==> config.mk <==
export PLATFORM = sky130hd
export DESIGN_NAME = hamming_encode_tx_flat
export DESIGN_NICKNAME = d
export VERILOG_FILES = /design/src/rtl/hamming_encode_tx_if.sv /design/src/rtl/hamming_encode_tx.sv /design/src/flat_wrapper.sv
export SDC_FILE = /design/constraint.sdc
export NUM_CORES = 1
export LEC_CHECK = 0
export CAP_MARGIN = 40
export CORE_UTILIZATION = 35
export DETAILED_ROUTE_END_ITERATION = 8
export PLACE_DENSITY_LB_ADDON = 0.2
export SETUP_SLACK_MARGIN = 0.05
export SYNTH_ARGS = -nofsm -noshare
export SYNTH_HDL_FRONTEND = slang
export SYNTH_SLANG_ARGS = --single-unit
==> constraint.sdc <==
create_clock -name clk -period 2.3 [get_ports clk]
set_input_delay 0.23 -clock clk [delete_from_list [all_inputs] [get_ports clk]]
set_output_delay 0.23 -clock clk [all_outputs]
set_load 0.01 [all_outputs]
==> src/rtl/hamming_encode_tx_if.sv <==
// Nibble handshake and serial-line bundle for hamming_encode_tx.
// err_pos only exists when HAMMING_ERR_INJECT_EN is defined.
interface hamming_encode_tx_if;
    logic [3:0] in_data;
    logic       in_valid;
    logic       in_ready;
    logic       tx_bit;
    logic       tx_busy;
    logic       frame_done;
`ifdef HAMMING_ERR_INJECT_EN
    logic [2:0] err_pos;

    modport master (output in_data, in_valid, err_pos,
                    input  in_ready, tx_bit, tx_busy, frame_done);
    modport slave  (input  in_data, in_valid, err_pos,
                    output in_ready, tx_bit, tx_busy, frame_done);
`else
    modport master (output in_data, in_valid,
                    input  in_ready, tx_bit, tx_busy, frame_done);
    modport slave  (input  in_data, in_valid,
                    output in_ready, tx_bit, tx_busy, frame_done);
`endif
endinterface

==> src/rtl/hamming_encode_tx.sv <==
// Hamming(7,4) transmit framer: header 110, codeword c6..c0, then GAP idle zeros.
// Optional HAMMING_ERR_INJECT_EN flips codeword bit err_pos-1 after encoding.
module hamming_encode_tx #(
    parameter int unsigned GAP = 1
) (
    input  logic               clk,
    input  logic               rst,
    hamming_encode_tx_if.slave bus
);
    localparam logic [2:0] HDR      = 3'b110;
    localparam logic [3:0] GAP_LAST = 4'(GAP - 1);

    // State names the bit launched at the next edge, so the FSM is back in
    // IDLE while the last gap bit is still on the line.
    typedef enum logic [1:0] {S_IDLE, S_HDR, S_DATA, S_GAP} state_t;

    state_t     state, state_nx;
    logic [3:0] cnt, cnt_nx;
    logic [6:0] cw, cw_nx;
    logic       bit_q, busy_q, done_q;
    logic       bit_nx, busy_nx, done_nx;
    logic       accept;
    logic [6:0] enc;
    logic [6:0] err_mask;

    assign bus.in_ready   = (state == S_IDLE) & ~rst;
    assign bus.tx_bit     = bit_q;
    assign bus.tx_busy    = busy_q;
    assign bus.frame_done = done_q;
    assign accept         = bus.in_valid & bus.in_ready;

    assign enc = {bus.in_data,
                  bus.in_data[3] ^ bus.in_data[2] ^ bus.in_data[1],
                  bus.in_data[3] ^ bus.in_data[2] ^ bus.in_data[0],
                  bus.in_data[3] ^ bus.in_data[1] ^ bus.in_data[0]};

`ifdef HAMMING_ERR_INJECT_EN
    always_comb begin
        err_mask = '0;
        for (int k = 0; k < 7; k++)
            err_mask[k] = (bus.err_pos == 3'(k + 1));
    end
`else
    assign err_mask = '0;
`endif

    always_comb begin
        state_nx = state;
        cnt_nx   = cnt;
        cw_nx    = cw;
        bit_nx   = 1'b0;
        busy_nx  = 1'b0;
        done_nx  = 1'b0;
        case (state)
            S_IDLE: begin
                if (accept) begin
                    cw_nx    = enc ^ err_mask;
                    bit_nx   = HDR[2];
                    busy_nx  = 1'b1;
                    state_nx = S_HDR;
                    cnt_nx   = 4'd1;
                end
            end
            S_HDR: begin
                bit_nx  = (cnt == 4'd1) ? HDR[1] : HDR[0];
                busy_nx = 1'b1;
                if (cnt == 4'd2) begin
                    state_nx = S_DATA;
                    cnt_nx   = '0;
                end else begin
                    cnt_nx = cnt + 4'd1;
                end
            end
            S_DATA: begin
                bit_nx  = cw[3'd6 - cnt[2:0]];
                busy_nx = 1'b1;
                if (cnt == 4'd6) begin
                    state_nx = S_GAP;
                    cnt_nx   = '0;
                end else begin
                    cnt_nx = cnt + 4'd1;
                end
            end
            S_GAP: begin
                busy_nx = 1'b1;
                if (cnt == GAP_LAST) begin
                    done_nx  = 1'b1;
                    state_nx = S_IDLE;
                    cnt_nx   = '0;
                end else begin
                    cnt_nx = cnt + 4'd1;
                end
            end
            default: state_nx = S_IDLE;
        endcase
    end

    always_ff @(posedge clk) begin
        if (rst) begin
            state  <= S_IDLE;
            cnt    <= '0;
            cw     <= '0;
            bit_q  <= 1'b0;
            busy_q <= 1'b0;
            done_q <= 1'b0;
        end else begin
            state  <= state_nx;
            cnt    <= cnt_nx;
            cw     <= cw_nx;
            bit_q  <= bit_nx;
            busy_q <= busy_nx;
            done_q <= done_nx;
        end
    end
endmodule
==> src/flat_wrapper.sv <==
// flat-port wrapper written by rule: the top's interface ports become plain ports
module hamming_encode_tx_flat 
#(
    parameter int unsigned GAP = 1
)
  (clk, rst, bus_in_data, bus_in_valid, bus_in_ready, bus_tx_bit, bus_tx_busy, bus_frame_done);
  hamming_encode_tx_if bus_i ();
  input  logic clk;
  input  logic rst;
  input wire logic [$bits(bus_i.in_data)-1:0] bus_in_data;
  input wire logic [$bits(bus_i.in_valid)-1:0] bus_in_valid;
  output wire logic [$bits(bus_i.in_ready)-1:0] bus_in_ready;
  output wire logic [$bits(bus_i.tx_bit)-1:0] bus_tx_bit;
  output wire logic [$bits(bus_i.tx_busy)-1:0] bus_tx_busy;
  output wire logic [$bits(bus_i.frame_done)-1:0] bus_frame_done;
  assign bus_i.in_data = bus_in_data;
  assign bus_i.in_valid = bus_in_valid;
  assign bus_in_ready = bus_i.in_ready;
  assign bus_tx_bit = bus_i.tx_bit;
  assign bus_tx_busy = bus_i.tx_busy;
  assign bus_frame_done = bus_i.frame_done;
  hamming_encode_tx #(.GAP(GAP)) u_core (.clk(clk), .rst(rst), .bus(bus_i));
endmodule
==> impl_metrics.ini, run 1 <==
[synthesis]
yosys_warnings = 0
syn_inst = 103
yosysSeqAreaShare_pct = 34.1
syn_avg_cell_area_um2 = 9.12
synth_nets = 120
synth-seq-cells = 16
synthesis.area_um2 = 940
synthTopCellsByArea = dfxtp_1 (34%), ha_1 (13%), nand3_1 (4.8%)
synth_top_cell_area_share_pct = 34.1
synth.distinct_cells = 30
yosysTopAreaCell = dfxtp_1

[final_layout]
drive_above_1_share_pct = 9.65
syn_to_final_growth_pct = 16.5
layout.nets = 132
diodes = 0
fill_cells = 242
layout.cells.non_filler = 144

[sta]
setup_violations = 0
final_max_slew_viol_count = 0
period_needed_ns = 2.05
finalCritPeriodShare_pct = 89.2
rsz0062_at_grt = no
fmax_mhz = 487
clock_skew_ns = 0.000402
tightest_slew_ns = 0.437
finalSetupTns_ns = 0
hold_violations = 0
slew_headroom_pct = 70.8

[floorplanning]
rows = 18
dieArea_mm2 = 0.00290
core_mm2 = 0.00250
fp.dieW_um = 53.8
io_pins = 11
die-height_um = 53.8
start_util_pct = 37.6

[drt]
wirelength_mm = 1.86
wire_per_inst_um = 12.9
drt_iter0_markers = 23
num_vias = 771
first_pass_iters = 4
final_antenna_net_count = 0
avgViaCountPerCell = 5.35
drc = 0

[min_path]
hold_class = reg2reg

[setup_path]
slowest_stage = clkdlybuf4s50_1
cp_data_required_time_ns = 2.07
path_class = reg2out
crit_chain = inv_1 > ha_1 > nor2b_1 > clkdlybuf4s50_1
critPathLaunchType = flip-flop
crit_arrival_ns = 1.82
end_kind = primary output
cpPeakStageDelay_ns = 0.57
crit_fanout = 5

[pwr]
intPower_mw = 0.625
swShare_pct = 38.1
p_seq_share_pct = 38.9
ir_drop_mv = 0.506
power.switching_mw = 0.384
pwr-share-clk_pct = 18.7
cellPowerDensity_mw_per_mm2 = 922
p_leak_nw = 0.432
power_frac_comb_pct = 42.4

[place]
gp_congestion = 0.817
io_buffers = 10
dp.final_hpwl_mm = 1.42
dp_cells = 140

[grt]
antenna_found_initial = 0
grt_pass1_vias = 756
grt_remaining_overflow = 0
grt_pass1_wl_mm = 3.25
grt.total_usage_pct = 16.0
grt_max_degree = 15

[clocking]
clkTransAtPathRegs_ns = 0.10
insertion_delay_ns = 0.29
cts-resized-gates = 0
cts_made_buffers = 3
cts_max_level = 1
postCtsHoldBufs = 0
cts.sinks = 16
cts_buffer_depth = 2
cts_tree = done
cts_root_buf = clkbuf_4
post-cts-setup-buffers = 0

[outcome]
status = finished, final reports clean

[run]
cap_violations = 0
state kept, by name (all words and copies together) (netlist names):
name / cells
u_core.cw: 7
u_core.bus.frame_done: 1
u_core.state: 2
u_core.bus.tx_busy: 1
u_core.bus.tx_bit: 1
u_core.cnt: 4
cells by family (layout without fill, tap and decap cells):
logic type,Yosys count,in the layout,share of synthesized area [%]
simple gates,34,34,20.5
compound gates,23,23,16.9
flops,16,16,34.1
buf+inv,13,24,5.99
fa+ha+maj,10,10,13.3
xor+xnor,6,6,6.39
mux,1,1,2.80
final cells by class:
class	instances	area (µm²)	area share (%)
multi-input cells	74	563	51.4
flip-flops and latches	16	320	29.3
repair buffers	10	100	9.14
inverters	10	37.5	3.43
well taps	30	37.5	3.43
clock buffers	4	36.3	3.31
placed cells by master, fill, tap and decap left out, drive strengths merged:
master	count
nand2b	4
mux4	1
xnor2	4
and3b	1
or3b	2
a31o	3
and4	1
nand4	2
inv	9
nand3	9
a32oi	2
o22ai	1
xor2	2
clkbuf	4
clkdlybuf4s50	10
nor2b	2
o21ai	7
ha	10
nand4b	2
dfxtp	16
a21oi	4
o2111ai	1
or2	1
clkinv	1
a31oi	3
o311a	1
nand2	3
a311o	1
nor2	7
Yosys cell counts (all sizes together):
cell and count:
or3b 2, a21oi 4, a31oi 3, a31o 3
o21ai 7, clkinv 1, nand2b 4, a311o 1
o2111ai 1, nand4b 2, a32oi 2, dfxtp 16
and4 1, nor2b 2, nand2 3, mux4 1
and3b 1, nand4 2, o22ai 1, xor2 2
or2 1, nand3 9, buf 1, o311a 1
clkbuf 2, inv 9, ha 10, xnor2 4
nor2 7
final timing paths:
path / endpoint / start / cells after the start / slack (ns)
max reg2reg: u_core.bus.tx_bit / u_core.cnt[0] / 5 / 0.46
min: u_core.cw[4] / u_core.cw[4] / 2 / 0.48
max: bus_in_ready / u_core.state[0] / 4 / 0.25
min reg2reg: u_core.cw[4] / u_core.cw[4] / 2 / 0.48
stage by stage:
stage | hold slack [ns] | worst slack [ns] | power, mW | utilization [%] | instance area, µm²
2_1_floorplan | 0.379 | 0.641 | 0.688 | - | 940
3_3_place_gp | 0.457 | 0.473 | 0.816 | 42.3 | 1060
3_5_place_dp | 0.471 | 0.461 | 0.820 | 42.3 | 1060
4_1_cts | 0.490 | 0.247 | 1.02 | 43.8 | 1090
5_1_grt | 0.517 | 0.153 | 1.09 | 43.8 | 1090
6_report | 0.485 | 0.248 | 1.01 | 43.8 | 1090
metal layers:
layer  wire (µm)  GRT usage [%]  vias to the layer above
met5           0              0                        -
met4          39           9.21                        0
met3          79           3.39                        5
met2         898           26.3                       25
met1         847           19.1                      353
li1            -              -                      388
worst max-delay path: cells and delay by family (launching register included):
kind / cells / cell delay, ns
flip-flops: 1 / 0.35
buffers and inverters: 2 / 0.70
adder cells (fa/ha/maj): 1 / 0.26
AND/OR/NAND/NOR: 1 / 0.23
power groups by stage:
stage | sequential [mW] | combinational [mW] | clock (mW)
6_report | 0.392 | 0.428 | 0.189
2_1_floorplan | 0.390 | 0.299 | 0
5_1_grt | 0.401 | 0.481 | 0.210
3_5_place_dp | 0.399 | 0.421 | 0
3_3_place_gp | 0.396 | 0.420 | 0
4_1_cts | 0.392 | 0.427 | 0.198
Power figures use the tool's default switching activity.
==> inputs of run 2 (changes only) <==
Settings changed: PLACE_DENSITY set to 0.6, PLACE_DENSITY_LB_ADDON 0.2 to unset.
==> run 2 against run 1 <==
Compared with the run above: sequential cell count is the same; worst hold slack lost 0.0086 ns; clock skew is 0.0043 ns higher; worst setup slack gained 0.044 ns; first-iteration DRC count fell by 4.3%; critical path type unchanged; largest cell class unchanged; largest power group unchanged; highest routed layer unchanged.
==> impl_metrics.ini, run 2 (same netlist as run 1, synthesis figures left out) <==
[pwr]
power.switching_mw = 0.384
p_leak_nw = 0.429
p_seq_share_pct = 40.3
swShare_pct = 39.4
ir_drop_mv = 0.450
cellPowerDensity_mw_per_mm2 = 896
intPower_mw = 0.591
pwr-share-clk_pct = 15.3
total_power_mw = 0.975
power_frac_comb_pct = 44.4

[clocking]
cts_max_level = 1
cts-resized-gates = 0
postCtsHoldBufs = 0
cts_made_buffers = 3
cts_root_buf = clkbuf_4
post-cts-setup-buffers = 0
clkTransAtPathRegs_ns = 0.10
cts_buffer_depth = 2
insertion_delay_ns = 0.28
cts_tree = done
cts.sinks = 16

[setup_path]
path_class = reg2out
cp_data_required_time_ns = 2.07
crit_fanout = 5
critPathLaunchType = flip-flop
crit_arrival_ns = 1.78
end_kind = primary output
r2r-start = u_core.state[1]
cp-startpoint = u_core.state[1]

[final_layout]
final_area_mm2 = 0.00109
fill_cells = 253
syn_to_final_growth_pct = 15.8
diodes = 0
regMostFlops = u_core.cw
drive_above_1_share_pct = 9.65
largest_register_ffs = 7
final_cell_mix = dfxtp_1 (16), ha_1 (10), clkdlybuf4s50_1 (10), inv_1 (9), nand3_1 (9)
multi_input_area_um2 = 563
mostFrequentLayoutCell = dfxtp_1
layout.nets = 133
seq_area_um2 = 320
layout.cells.non_filler = 144
largestRegisters = u_core.cw x7, u_core.cnt x4, u_core.state x2

[run]
cap_violations = 0

[floorplanning]
start_util_pct = 37.6
core_mm2 = 0.00250
dieArea_mm2 = 0.00290
die-height_um = 53.8
fp.dieW_um = 53.8
rows = 18
io_pins = 11

[grt]
grt_max_degree = 15
grt_remaining_overflow = 0
antenna_found_initial = 0
grt_pass1_vias = 734
grt.total_usage_pct = 15.4
grt_pass1_wl_mm = 3.19

[drt]
drt_iter0_markers = 22
wirelength_mm = 1.90
num_vias = 777
first_pass_iters = 4
drc = 0
wire_per_inst_um = 13.2
avgViaCountPerCell = 5.40
final_antenna_net_count = 0

[sta]
slew_headroom_pct = 70.0
tightest_slew_ns = 0.450
period_needed_ns = 2.01
fmax_mhz = 498
rsz0062_at_grt = no
final_max_slew_viol_count = 0
hold_violations = 0
finalCritPeriodShare_pct = 87.3
finalSetupTns_ns = 0
fin_ws_ns = 0.292
setup_violations = 0
clock_skew_ns = 0.00472

[place]
dp_cells = 141
gp_congestion = 0.868
io_buffers = 10
place_ws_ns = 0.470
dp.final_hpwl_mm = 1.41
place_area_mm2 = 0.00107

[outcome]
status = finished, final reports clean

[min_path]
hold_class = reg2reg
worstHoldStart = u_core.cw[6]
run 2: power groups by stage:
| stage | registers [mW] | clock network (mW) | logic (mW) |
|---|---|---|---|
| 2_1_floorplan | 0.390 | 0 | 0.299 |
| 3_5_place_dp | 0.399 | 0 | 0.427 |
| 3_3_place_gp | 0.397 | 0 | 0.420 |
| 4_1_cts | 0.392 | 0.157 | 0.430 |
| 6_report | 0.392 | 0.149 | 0.433 |
| 5_1_grt | 0.401 | 0.168 | 0.480 |
run 2: path summary, 6_finish.rpt:
kind,slack [ns],depth (start not counted),end
setup / recovery,0.29,4,bus_in_ready
hold / removal,0.48,2,u_core.cw[6]
setup reg to reg,0.46,6,u_core.state[1]
hold reg to reg,0.48,2,u_core.cw[6]
run 2: worst max-delay path, stage by stage (launching register included):
cell and delay, ns:
dfxtp_1 0.37, inv_1 0.13, ha_1 0.25, nor2b_1 0.19, clkdlybuf4s50_1 0.55
run 2: per-layer routing:
layer	share of wire, %	global-route usage (%)	wire length (µm)
met1	50	19.7	949
met3	5.0	4.52	94
met5	0	0	0
met4	1.4	6.58	27
met2	43	23.9	825
run 2: layout make-up:
| type | count | area share [%] |
|---|---|---|
| clock buffer | 3 | 2.07 |
| inverter | 10 | 3.45 |
| multi-input combinational | 74 | 51.7 |
| sequential | 16 | 29.4 |
| tap | 30 | 3.45 |
| timing repair buffer | 11 | 9.89 |
run 2: through the flow:
step           utilization [%]  hold slack [ns]
2_1_floorplan                -            0.379
3_3_place_gp              42.6            0.451
3_5_place_dp              42.6            0.457
4_1_cts                   43.5            0.480
5_1_grt                   43.5            0.502
6_report                  43.5            0.476
==> inputs of run 3 (changes only) <==
Settings changed: CAP_MARGIN 40 to 0, CTS_CLUSTER_SIZE set to 24, RECOVER_POWER set to 50.
==> run 3 against run 2 <==
Compared with the run above: global-route usage stayed put; final cell count stayed put; routed wire length hardly changed; critical path type unchanged; largest power group unchanged; highest routed layer unchanged.
==> impl_metrics.ini, run 3 (same netlist as run 1, synthesis figures left out) <==
[sta]
slew_headroom_pct = 70.3
hold_violations = 0
finalCritPeriodShare_pct = 87.2
tightest_slew_ns = 0.445
rsz0062_at_grt = no
finalSetupTns_ns = 0
clock_skew_ns = 0.00426
period_needed_ns = 2.01
setup_violations = 0
fmax_mhz = 498
final_max_slew_viol_count = 0

[pwr]
power.switching_mw = 0.383
swShare_pct = 39.5
p_leak_nw = 0.433
cellPowerDensity_mw_per_mm2 = 893
p_seq_share_pct = 40.5
intPower_mw = 0.586
power_frac_comb_pct = 44.1
ir_drop_mv = 0.451
pwr-share-clk_pct = 15.4

[grt]
grt_util_met1_pct = 19.7
grtUsageMet3_pct = 4.52
antenna_found_initial = 0
top_usage_layer = met2
grt_remaining_overflow = 0
grt_pass1_vias = 734
met2_usage_pct = 23.9
grt_max_degree = 15
grt.total_usage_pct = 15.4
grt_pass1_wl_mm = 3.19

[setup_path]
cp-startpoint = u_core.state[1]
cp_data_required_time_ns = 2.07
end_kind = primary output
critPathLaunchType = flip-flop
cpPeakStageDelay_ns = 0.55
crit_fanout = 5
r2r-start = u_core.cnt[0]
slowest_stage = clkdlybuf4s50_1
path_class = reg2out
crit_chain = inv_1 > ha_1 > nor2b_1 > clkdlybuf4s50_1
crit_arrival_ns = 1.78

[floorplanning]
rows = 18
io_pins = 11
die-height_um = 53.8
fp.dieW_um = 53.8
core_mm2 = 0.00250
start_util_pct = 37.6
dieArea_mm2 = 0.00290

[final_layout]
regMostFlops = u_core.cw
layout.nets = 133
final_cell_mix = dfxtp_1 (16), ha_1 (10), inv_1 (9), nand3_1 (9)
diodes = 0
syn_to_final_growth_pct = 15.4
mostFrequentLayoutCell = dfxtp_1
largest_register_ffs = 7
drive_above_1_share_pct = 8.77
layout.cells.non_filler = 144
largestRegisters = u_core.cw x7, u_core.cnt x4, u_core.state x2

[clocking]
cts_buffer_depth = 2
cts_tree = done
cts_max_level = 1
cts_made_buffers = 3
postCtsHoldBufs = 0
post-cts-setup-buffers = 0
cts_root_buf = clkbuf_4
cts.sinks = 16
cts-resized-gates = 0
insertion_delay_ns = 0.28
clkTransAtPathRegs_ns = 0.09

[outcome]
status = finished, final reports clean

[min_path]
worstHoldStart = u_core.cw[6]
hold_class = reg2reg

[drt]
avgViaCountPerCell = 5.48
drc = 0
first_pass_iters = 4
final_antenna_net_count = 0
wire_per_inst_um = 13.2
wirelength_mm = 1.90
num_vias = 789
drt_iter0_markers = 29

[place]
dp_cells = 141
gp_congestion = 0.868
io_buffers = 10
dp.final_hpwl_mm = 1.41

[run]
cap_violations = 0
==> run 3: changes by cell type in the layout (fill, tap and decap cells not counted) <==
| cell | delta |
|---|---|
| clkdlybuf4s50_1 | -3 |
| buf_4 | -1 |
| clkbuf_1 | +1 |
| dlygate4sd3_1 | +3 |
==> run 3: worst max-delay path, delay by kind of cell, from the launching register on <==
family / cells / cell delay, ns
fa+ha+maj: 1 / 0.25
flops: 1 / 0.37
simple gates: 1 / 0.19
buf+inv: 2 / 0.68
==> run 3: worst paths after layout <==
path | endpoint | slack, ns | depth (start not counted)
setup / recovery | bus_in_ready | 0.29 | 4
hold / removal | u_core.cw[6] | 0.48 | 2
setup reg to reg | u_core.bus.tx_bit | 0.45 | 5
hold reg to reg | u_core.cw[6] | 0.48 | 2
==> run 3: layout make-up <==
| class | instances | area, µm² |
|---|---|---|
| fillers | 254 | 1420 |
| clock buffers | 3 | 22.5 |
| flip-flops and latches | 16 | 320 |
| inverters | 10 | 37.5 |
| well taps | 30 | 37.5 |
| repair buffers | 11 | 104 |
| multi-input cells | 74 | 563 |
==> run 3: metrics by stage <==
| stage | hold slack, ns | total power [mW] | instance area [µm²] | worst slack [ns] | util [%] |
|---|---|---|---|---|---|
| after floorplan | 0.379 | 0.688 | 940 | 0.641 | - |
| after global placement | 0.451 | 0.817 | 1070 | 0.460 | 42.6 |
| after detailed placement | 0.457 | 0.826 | 1070 | 0.470 | 42.6 |
| after CTS | 0.480 | 0.979 | 1090 | 0.272 | 43.5 |
| after global routing | 0.502 | 1.04 | 1080 | 0.181 | 43.4 |
| final | 0.476 | 0.969 | 1080 | 0.294 | 43.4 |
==> run 3: power by group through the flow <==
stage                     combinational, mW  sequential [mW]  clock, mW
after global placement                0.420            0.397          0
after CTS                             0.430            0.392      0.157
after detailed placement              0.427            0.399          0
final                                 0.428            0.392      0.149
after floorplan                       0.299            0.390          0
after global routing                  0.475            0.401      0.168
==> run 3: per-layer routing <==
| metal | vias to the layer above | wire length [µm] |
|---|---|---|
| met5 | - | 0 |
| met4 | 0 | 27 |
| met3 | 4 | 131 |
| met2 | 34 | 811 |
| met1 | 362 | 927 |
| li1 | 389 | - |
==> variant, RTL diff (settings of run 3) <==
Encoding of `state_t`: now Gray code (2 bits for 4 states).
--- a/src/rtl/hamming_encode_tx.sv
+++ b/src/rtl/hamming_encode_tx.sv
@@ -13,5 +13,5 @@
     // State names the bit launched at the next edge, so the FSM is back in
     // IDLE while the last gap bit is still on the line.
-    typedef enum logic [1:0] {S_IDLE, S_HDR, S_DATA, S_GAP} state_t;
+    typedef enum logic [1:0] {S_IDLE = 2'b00, S_HDR = 2'b01, S_DATA = 2'b11, S_GAP = 2'b10} state_t;
 
     state_t     state, state_nx;
Function: no difference found for any inputs over 10 cycles, from zero or initial values and one cycle with rst high; not proved beyond that.
==> variant against run 3 <==
  * Setup slack gained 0.15 ns
  * First-iteration DRC count down 48%
  * Sequential cell count unchanged
  * Design area down 9.3%
  * Routed wire length decreased by 16%
  * Register-to-register slack improved by 0.10 ns
  * Area after synthesis is 8.0% lower
  * Critical endpoint unchanged
  * Largest cell class unchanged
Power is not compared: it rests on default switching activity, and its combinational part moved more than twofold at a synthesized area within 25%.
==> variant: results <==
export IMPL_met3_usage_pct=2.632
export IMPL_ir_worst_vdd_uv=430.3
export IMPL_met1_length_um=770
export IMPL_grt_use_met1_pct=15.71
export IMPL_holdBufCountCts=0
export IMPL_htreeDepth=1
export IMPL_top_regs="u_core.cw (7), u_core.cnt (4), u_core.state (2)"
export IMPL_synth_xor_area_share_pct=6.078
export IMPL_hpwl_mm=1.239
export IMPL_ys_warn_count=0
export IMPL_syn_nets=105
export IMPL_pre_cts_slack_ns=0.5549
export IMPL_dr_total_vias=708
export IMPL_synth_compound_area_share_pct=17.66
export IMPL_clkSlewWorstSetupHoldPaths_ns=0.09
export IMPL_cts_buffers=3
export IMPL_hold_class="reg2reg"
export IMPL_ys_top_cells_by_count="dfxtp_1, nand3_1, nor2_1"
export IMPL_wl_met3_um=63
export IMPL_yosys_top_cells_area="dfxtp_1, ha_1, nand3_1, xnor2_1, nor2_1"
export IMPL_muxShareOfSynthArea_pct=3.763
export IMPL_cts_resized=0
export IMPL_synth_adder_area_share_pct=5.789
export IMPL_grt_usage_pct=13.88
export IMPL_leakagePower_nw=0.3814
export IMPL_drt_iter0_drc=15
export IMPL_final_cells=131
export IMPL_status="finished, final reports clean"
export IMPL_hp_start="u_core.cw[6]"
export IMPL_first_global_vias=672
export IMPL_cp_arrival_ns=1.63
export IMPL_diodes=0
export IMPL_critPathLaunch="u_core.state[0]"
export IMPL_highest_layer="met4"
export IMPL_nets=116
export IMPL_yosysSeqAreaShare_pct=37.05
export IMPL_worstSkewPairLatency_ns=0.28
export IMPL_placed_area_um2=978.4
export IMPL_gp_congestion=0.7512
export IMPL_fill_cells=236
export IMPL_grt_first_pass_wirelength_mm=2.725
export IMPL_synthCells=94
export IMPL_layout_drive_gt1_share_pct=10.68
export IMPL_cts_buffer_depth=2
export IMPL_grt_max_degree=14
export IMPL_async_reset_ff_share_pct=0
export IMPL_cp_max_fo=13
export IMPL_max_slew_worst_pin_slew_ns=0.5373
export IMPL_post_drt_wl_per_cell_um=12.19
export IMPL_root_buffer="clkbuf_4"
export IMPL_antenna_found_initial=0
export IMPL_met2_usage_pct=23.38
export IMPL_io_buffers=10
export IMPL_finClkSkew_ns=0.003939
export IMPL_post_cts_buffers=0
export IMPL_synth_cell_types=40
export IMPL_wl_met2_um=748
export IMPL_synthFlopType="dfxtp_1"
## variant: layout make-up
| type | count | area (um2) | area share, % |
|---|---|---|---|
| sequential | 16 | 320.3 | 32.57 |
| inverter | 3 | 11.26 | 1.145 |
| multi-input combinational | 69 | 483.0 | 49.11 |
| clock buffer | 3 | 22.52 | 2.290 |
| timing repair buffer | 12 | 111.4 | 11.32 |
| tap | 28 | 35.03 | 3.562 |
## variant: final timing paths
path                                      end  slack (ns)  cells after the start
worst max-delay path             bus_in_ready        0.44                      2
worst min-delay path             u_core.cw[6]        0.46                      2
worst max register to register  u_core.cnt[0]        0.55                      6
worst min register to register   u_core.cw[6]        0.46                      2
## variant: worst max-delay path, cell delays in order (launching register included)
cell             delay (ns)
dfxtp_1                0.44
nor3_1                 0.32
clkdlybuf4s50_1        0.59
## variant: power breakdown
part / internal, mW / total [mW] / switching (mW)
Sequential: 0.295 / 0.314 / 0.0187
Clock: 0.0606 / 0.141 / 0.0808
Combinational: 0.0568 / 0.111 / 0.0542
